--- config.mk ---
export PLATFORM = sky130hd
export DESIGN_NAME = experiment_dac_sequencer_flat
export DESIGN_NICKNAME = d
export VERILOG_FILES = /design/src/rtl/experiment_dac_sequencer_if.sv /design/src/rtl/experiment_dac_sequencer.sv /design/src/flat_wrapper.sv
export SDC_FILE = /design/constraint.sdc
export NUM_CORES = 2
export LEC_CHECK = 0
export BUFFER_PORTS_ARGS = -buffer_cell sky130_fd_sc_hd__buf_2
export CAP_MARGIN = 10
export CORE_AREA = 2 2 427 429
export DETAILED_ROUTE_END_ITERATION = 8
export DIE_AREA = 0 0 429 431
export PLACE_DENSITY = 0.49
export SLEW_MARGIN = 20
export SYNTH_ARGS = -nofsm -noshare
export SYNTH_HDL_FRONTEND = slang
export SYNTH_SLANG_ARGS = --single-unit
--- constraint.sdc ---
create_clock -name clk -period 8.7 [get_ports clk]
set_clock_uncertainty 0.1 [all_clocks]
set_input_delay 0.435 -clock clk [delete_from_list [all_inputs] [get_ports clk]]
set_output_delay 0.435 -clock clk [all_outputs]
set_load 0.02 [all_outputs]
--- src/rtl/experiment_dac_sequencer_if.sv ---
// experiment_dac_sequencer_if: DMA command stream plus DAC AXI-Stream bundle
interface experiment_dac_sequencer_if #(parameter int NUM_CH = 4);
  logic [15:0]           s_axis_tdata;
  logic                  s_axis_tvalid;
  logic                  s_axis_tready;
  logic [NUM_CH*256-1:0] m_axis_tdata;
  logic [NUM_CH-1:0]     m_axis_tvalid;
  logic [NUM_CH-1:0]     m_axis_tready;
  modport master (input s_axis_tdata, s_axis_tvalid, m_axis_tready,
                  output s_axis_tready, m_axis_tdata, m_axis_tvalid);
  modport slave (output s_axis_tdata, s_axis_tvalid, m_axis_tready,
                 input s_axis_tready, m_axis_tdata, m_axis_tvalid);
endinterface

--- src/rtl/experiment_dac_sequencer.sv ---
// experiment_dac_sequencer: command-driven frame loader with lockstep DAC replay
// DAC_SEQ_ZERO_IDLE_EN: when defined, tdata is blanked on channels whose tvalid is low
module experiment_dac_sequencer #(parameter int NUM_CH = 4) (
  input  logic                       clk,
  input  logic                       rst,
  experiment_dac_sequencer_if.master bus,
  input  logic                       trig_in,
  output logic                       busy,
  output logic                       err,
  output logic [31:0]                beat_cnt
);
  typedef enum logic [2:0] {IDLE, LOAD, FIRE, WAIT, SYNC} state_e;
  state_e state_q, state_d;
  logic [11:0] cnt_q, cnt_d;
  logic [3:0] ch_q, ch_d;
  logic bad_q, bad_d;
  logic err_q, err_d;
  logic [31:0] beat_q, beat_d;
  logic [NUM_CH-1:0] done_q, done_d, xfer, vld;
  logic [NUM_CH-1:0][255:0] frame_q;
  logic [3:0] op;
  logic acc, beat_done, last;
  assign op = bus.s_axis_tdata[15:12];
  assign acc = bus.s_axis_tvalid & bus.s_axis_tready;
  assign xfer = vld & bus.m_axis_tready;
  assign beat_done = state_q == FIRE && &(done_q | xfer);
  assign last = cnt_q == '0;
  assign err = err_q;
  assign beat_cnt = beat_q;
  always_ff @(posedge clk or negedge rst)
    if (!rst) state_q <= IDLE;
    else state_q <= state_d;
  always_comb begin
    state_d = state_q;
    case (state_q)
      IDLE: if (acc) state_d = op == 4'h1 ? LOAD : op == 4'h2 ? FIRE : op == 4'h3 ? WAIT : op == 4'h4 ? SYNC : IDLE;
      LOAD: if (acc && cnt_q[3:0] == 4'hF) state_d = IDLE;
      FIRE: if (beat_done && last) state_d = IDLE;
      WAIT: if (last) state_d = IDLE;
      SYNC: if (trig_in) state_d = IDLE;
      default: state_d = IDLE;
    endcase
  end
  always_comb begin
    vld = state_q == FIRE ? ~done_q : '0;
    busy = state_q != IDLE;
    bus.s_axis_tready = rst && (state_q == IDLE || state_q == LOAD);
    bus.m_axis_tvalid = vld;
    bus.m_axis_tdata = frame_q;
`ifdef DAC_SEQ_ZERO_IDLE_EN
    for (int i = 0; i < NUM_CH; i++) if (!vld[i]) bus.m_axis_tdata[i*256 +: 256] = '0;
`endif
  end
  // cnt_q is the LOAD word index, the FIRE beats remaining, or the WAIT cycles remaining
  always_comb begin
    cnt_d = cnt_q;
    ch_d = ch_q;
    bad_d = bad_q;
    done_d = done_q;
    err_d = err_q;
    beat_d = beat_q + 32'(beat_done);
    if (state_q == IDLE && acc) begin
      cnt_d = op == 4'h1 ? 12'd0 : bus.s_axis_tdata[11:0];
      ch_d = bus.s_axis_tdata[3:0];
      bad_d = 32'(bus.s_axis_tdata[3:0]) >= NUM_CH;
      done_d = '0;
      if (op == 4'hF) begin
        err_d = 1'b0;
        beat_d = '0;
      end
      if ((op == 4'h1 && bad_d) || (op > 4'h4 && op != 4'hF)) err_d = 1'b1;
    end
    if (state_q == LOAD && acc) cnt_d = cnt_q + 12'd1;
    if (state_q == FIRE) begin
      done_d = beat_done ? '0 : done_q | xfer;
      cnt_d = beat_done ? cnt_q - 12'd1 : cnt_q;
    end
    if (state_q == WAIT) cnt_d = cnt_q - 12'd1;
  end
  always_ff @(posedge clk or negedge rst)
    if (!rst) begin
      cnt_q <= '0;
      ch_q <= '0;
      bad_q <= 1'b0;
      done_q <= '0;
      err_q <= 1'b0;
      beat_q <= '0;
    end else begin
      cnt_q <= cnt_d;
      ch_q <= ch_d;
      bad_q <= bad_d;
      done_q <= done_d;
      err_q <= err_d;
      beat_q <= beat_d;
    end
  // out-of-range LOAD targets still consume their 16 words but write nothing
  always_ff @(posedge clk or negedge rst)
    if (!rst) frame_q <= '0;
    else if (state_q == LOAD && acc && !bad_q)
      for (int i = 0; i < NUM_CH; i++)
        if (ch_q == 4'(i)) frame_q[i][{cnt_q[3:0], 4'h0} +: 16] <= bus.s_axis_tdata;
endmodule

--- src/flat_wrapper.sv ---
// flat-port wrapper written by rule: the top's interface ports become plain ports
module experiment_dac_sequencer_flat 
#(parameter int NUM_CH = 4)
  (clk, rst, trig_in, busy, err, beat_cnt, bus_s_axis_tdata, bus_s_axis_tvalid, bus_m_axis_tready, bus_s_axis_tready, bus_m_axis_tdata, bus_m_axis_tvalid);
  experiment_dac_sequencer_if #(.NUM_CH(NUM_CH)) bus_i ();
  input  logic clk;
  input  logic rst;
  input  logic trig_in;
  output logic busy;
  output logic err;
  output logic [31:0] beat_cnt;
  input wire logic [$bits(bus_i.s_axis_tdata)-1:0] bus_s_axis_tdata;
  input wire logic [$bits(bus_i.s_axis_tvalid)-1:0] bus_s_axis_tvalid;
  input wire logic [$bits(bus_i.m_axis_tready)-1:0] bus_m_axis_tready;
  output wire logic [$bits(bus_i.s_axis_tready)-1:0] bus_s_axis_tready;
  output wire logic [$bits(bus_i.m_axis_tdata)-1:0] bus_m_axis_tdata;
  output wire logic [$bits(bus_i.m_axis_tvalid)-1:0] bus_m_axis_tvalid;
  assign bus_i.s_axis_tdata = bus_s_axis_tdata;
  assign bus_i.s_axis_tvalid = bus_s_axis_tvalid;
  assign bus_i.m_axis_tready = bus_m_axis_tready;
  assign bus_s_axis_tready = bus_i.s_axis_tready;
  assign bus_m_axis_tdata = bus_i.m_axis_tdata;
  assign bus_m_axis_tvalid = bus_i.m_axis_tvalid;
  experiment_dac_sequencer #(.NUM_CH(NUM_CH)) u_core (.clk(clk), .rst(rst), .bus(bus_i), .trig_in(trig_in), .busy(busy), .err(err), .beat_cnt(beat_cnt));
endmodule
# After elaboration in Yosys (flattened, before gate mapping)
# Cells that the tools add are included.
[totals]
inputBits = 24
word_cells = 98
output_inout_bits = 1063
reg_bits = 1081
[classes]
bitwise_logic = 4
mux = 28
magnitude_cmp = 2
n_eq_ne = 20
n_reduce_logical = 27
shift = 2
n_addsub = 4
[ops]
columns = ["cell", "count"]
rows = [
  ["$bwmux 256", 4],
  ["$shift 16x10->256 const A", 1],
  ["$shiftx 16x10->256", 1],
  ["$mux 12", 6],
  ["$mux 32", 2],
  ["$add 32x1->32", 1],
  ["$mux 3", 9],
  ["$eq 4x2->1 const B", 4],
  ["$mux 4", 4],
  ["$pmux 3 s5", 1],
  ["$add 12x1->12 const B", 1],
  ["$logic_not 12->1", 1],
  ["$reduce_and 2->1", 6],
  ["$sub 12x1->12 const B", 1],
  ["$neg 8->10", 1],
  ["$logic_and 1x1->1", 9],
  ["$eq 4x1->1 const B", 2],
  ["$eq 4x4->1 const B", 2],
  ["$ne 2x1->1 const B", 4],
  ["$eq 3x2->1 const B", 2],
  ["$reduce_and 5->1", 1],
  ["$and 4x4->4", 1],
  ["$eq 4x3->1 const B", 1],
  ["$ge 4x3->1 const B", 1],
  ["18 further kinds", 21],
]

# Longest topological paths before layout
[depth]
depth_word = 9
ltp_mapped = 12
depth_no_buf = 11

# Worst setup path after synthesis
# OpenSTA, ideal clock, no wires.
[synth_timing]
path_type = "register to register"
start = "reg u_core.state_q[2]"
end = "reg u_core.beat_q[26] (netlist: u_core.beat_cnt[26])"
n_path_buf = 1
synth_period_minus_slack_ns = 3.267
path_stages_with_launch = 13
slack_ns = 5.433
arrival_time_ns = 3.035
setup_time_ns = 0.132
required_ns = 8.468
cell_sequence = "dfrtp_1 clkbuf_1 or4bb_1 a22oi_1 nand2_1 nor2_1 ha_1 ha_1 nand4_1 nor4_1 nand4_1 xor2_1 nor2_1"
[synth_between]
elab_chain_len = 9
elab_cells_between_ends = 15
cone_classes = "1 x add/sub; 2 x eq/ne; 3 x mux; 3 x bitwise; 6 x reduce/logical"
[synth_lines]
columns = ["element", "line_no", "rtl"]
rows = [
  ["start: declaration", "experiment_dac_sequencer.sv:13", "state_e state_q, state_d;"],
  ["start signal: assignment", "experiment_dac_sequencer.sv:32", "else state_q <= state_d;"],
  ["$eq 3x2->1", "experiment_dac_sequencer.sv:26, experiment_dac_sequencer.sv:45", ""],
  ["$mux 4", "experiment_dac_sequencer.sv:45", "vld = state_q == FIRE ? ~done_q : '0;"],
  ["$and 4x4->4", "experiment_dac_sequencer.sv:25", "assign xfer = vld & bus.m_axis_tready;"],
  ["$or 4x4->4", "experiment_dac_sequencer.sv:26", "assign beat_done = state_q == FIRE && &(done_q | xfer);"],
  ["$reduce_and 4->1", "experiment_dac_sequencer.sv:26", ""],
  ["$logic_and 1x1->1", "experiment_dac_sequencer.sv:26", ""],
  ["$add 32x1->32", "experiment_dac_sequencer.sv:61", "beat_d = beat_q + 32'(beat_done);"],
  ["$mux 32", "experiment_dac_sequencer.sv:67", "if (op == 4'hF) begin"],
  ["$mux 32 (*)", "experiment_dac_sequencer.sv:62", "if (state_q == IDLE && acc) begin"],
  ["named net u_core.beat_d[26]", "experiment_dac_sequencer.sv:18", "logic [31:0] beat_q, beat_d;"],
  ["end signal: assignment", "experiment_dac_sequencer.sv:94", "beat_q <= beat_d;"],
  ["end: declaration", "experiment_dac_sequencer.sv:18", ""],
]
# The timed path passes the listed nets; every way through them passes the cells marked *.
# A chain may end at the register's enable or synchronous reset.

# Final worst setup path
[layout_timing]
start = "reg u_core.state_q[1]"
end = "reg u_core.beat_q[22] (netlist: u_core.beat_cnt[22])"
# The elaborated chain is that of the path after synthesis.

==> metrics.csv <==
metric,value,unit
outcome,completed,
area_delta_synth_final,29.3,%
initial_core_util,23.4,%
post_drt_wl_per_cell,26.1,um
cts_hold_buf,9,
path_clk_slew,0.06,ns
synth_most_common_cell,dfrtp_1,
cp.required,9.25,ns
p_sw_share,30.5,%
synth_area_leaders,"dfrtp_1 64%, mux2_2 21%, o21ai_0 3.2%",
place_ws,4.49,ns
arrival,4.73,ns
postRouteAntennaNets,0,
gp_congestion,0.815,
wl,174,mm
worstPathCellList,or4bb_1 -> a22oi_1 -> nand2_1 -> nor2_1 -> ha_1 -> ha_1 -> nand4_1 -> nor4_1 -> nand3_1 -> xor2_1 -> nor2_1,
yosys-top-cells-count,"1,081 x dfrtp_1, 772 x mux2_2, 323 x nand2_1, 270 x o21ai_0, 160 x clkbuf_1",
grt_pass1_wl,241,mm
grt_pass1_vias,30000,
p_int,8.52,mW
synth-edff-count,0,
clkPwrFrac,43.9,%
final_util,30.3,%
grt_overflow_total,0,
tns,0,ns
worstSetupEndpointType,register,
cts_tree,built,
finalWorstSetupSlack,4.52,ns
cts_made_buffers,130,
setup_viol_count_final,0,
async_flop_share,100,%
max_stage_delay,0.95,ns
startpoint,u_core.state_q[1],
worst_slew_pin_slew,1.10,ns
clock_path_buffers,3,
drt-pass1-iter-count,5,
maxSlewHeadroom,26.7,%
place_inst,6426,
power.leakage,29.6,nW
postCtsSetupBuffers,0,
die_h,431,um
power,12.3,mW
power_frac_comb,13.2,%
rows,156,
critPathSlowestCell,nor4_1,
peakVddDrop,0.000322,V
synth.net_count,3141,
power.density,225,nW/um^2
die_area,185000,sq um
yosys_warnings,0,
synth_top_area_share,64.1,%
htreeDepth,4,
placeableCoreArea,180000,sq um
grt.total_usage,18.4,%
first_iter_violations,1399,
drive_gt1_share,51.3,%
post_synth_inst_count,3111,
synth_top_cell_by_area,dfrtp_1,
synth_area,42200,sq um
antenna_found_initial,18,
synth_cell_types,61,
nets,4227,
hold_violations,0,
placement.io_buffers,1086,
cts.sinks,1081,
crit_type,reg2reg,
max-cap-violations,0,
stdcell_count,6665,
period_share,48.1,%
grt_max_degree,174,
critPathLaunchType,register,
maxSlewViolCount,0,
io_pins,1087,
path_max_fanout,29,
n_fill_cell,18600,
clk_latency,0.80,ns
syn_avg_cell_area,13.6,sq um
max_freq,239,MHz
die_w,429,um
cts_resized,0,
min-delay-start,bus_s_axis_tdata[7],
dp_hpwl,121,mm
hold_class,in2reg,
pwr-share-seq,42.9,%
r2r-start,u_core.state_q[1],
drc,0,
vias_per_cell,4.38,
synth_seq_cells,1081,
root_buffer,clkbuf_16,
yosysSeqAreaShare,64.1,%
post-route-min-period,4.18,ns
rsz0062_at_grt,false,
vias,29200,
ys_dominant_reg_cell,dfrtp_1,
switching_power,3.75,mW
-- kinds of logic after synthesis --
logic type / Yosys count / share of synthesized area [%]
AOI/OAI and AO/OA: 356 / 4.62
muxes: 772 / 20.6
DFF: 1081 / 64.1
xor gates and xnor gates: 33 / 0.685
and+or+nand+nor: 633 / 7.25
buffers and inverters: 230 / 2.52
adders and majority gates: 6 / 0.178
-- cell type report --
type	instances	area (sq um)	area share, %
clock buffers	179	3680	6.74
well taps	2370	2970	5.44
inverters	11	41.3	0.0757
multi-input cells	1800	14100	25.9
repair buffers	1173	6160	11.3
clock inverters	43	499	0.915
diodes	8	20.0	0.0367
flip-flops and latches	1081	27100	49.6
-- metrics by stage --
| stage | hold slack [ns] | instance area, sq um |
|---|---|---|
| floorplan | 0.0394 | 42200 |
| detailed placement | 0.268 | 50200 |
| global placement | 0.266 | 50200 |
| global route | 0.0530 | 54500 |
| CTS | 0.0194 | 54500 |
| finish | 0.0915 | 54600 |
-- placed cells by master, fill, tap and decap left out, drive strengths merged, types with 11 or more instances in the layout --
| cell | count |
|---|---|
| a21oi | 26 |
| and2 | 33 |
| and3 | 39 |
| buf | 1165 |
| clkbuf | 179 |
| clkinv | 23 |
| dfrtp | 1081 |
| inv | 25 |
| mux2 | 772 |
| nand2 | 345 |
| nand3 | 45 |
| nand4 | 12 |
| nor2 | 82 |
| nor2b | 12 |
| nor3 | 15 |
| o211ai | 11 |
| o21ai | 276 |
| xor2 | 24 |
-- state kept, by name (all words and copies together), names as in the netlist --
| register | count |
|---|---|
| u_core.bus.m_axis_tdata | 1024 |
| u_core.beat_cnt | 32 |
| u_core.cnt_q | 12 |
| u_core.ch_q | 4 |
| u_core.done_q | 4 |
| u_core.state_q | 3 |
| u_core.bad_q | 1 |
| u_core.err | 1 |
-- worst max-delay path, delay by kind of cell (launching register included) --
| kind | cells | cell delay, ns |
|---|---|---|
| AO/OA/AOI/OAI | 1 | 0.31 |
| AND/OR/NAND/NOR | 7 | 2.13 |
| flip-flops | 1 | 0.89 |
| adder cells (fa/ha/maj) | 2 | 0.42 |
| XOR/XNOR | 1 | 0.19 |
-- power by group through the flow --
stage	sequential (mW)	combinational, mW	clock (mW)
after floorplan	5.32	0.759	0
after global placement	5.34	1.67	0
after detailed placement	5.34	1.69	0
after CTS	5.25	1.69	5.55
after global routing	5.27	1.77	5.75
final	5.26	1.62	5.39
-- routing by layer --
layer	vias to the layer above	wire length, um	GRT usage, %
met3	189	11200	5.40
met1	15100	70400	21.9
li1	13000	-	-
met5	-	21	0
met2	919	87400	31.9
met4	4	4610	5.42
-- path summary, 6_finish.rpt --
kind	to	slack, ns	depth (start not counted)
max	u_core.beat_cnt[22]	4.52	11
min	u_core.bus.m_axis_tdata[455]	0.09	2
max reg2reg	u_core.beat_cnt[22]	4.52	11
min reg2reg	u_core.bus.m_axis_tdata[799]	0.37	2
max in group asynchronous	u_core.bus.m_axis_tdata[102]	5.20	6
min in group asynchronous	u_core.bus.m_axis_tdata[409]	0.17	3
Power figures use the tool's default switching activity.
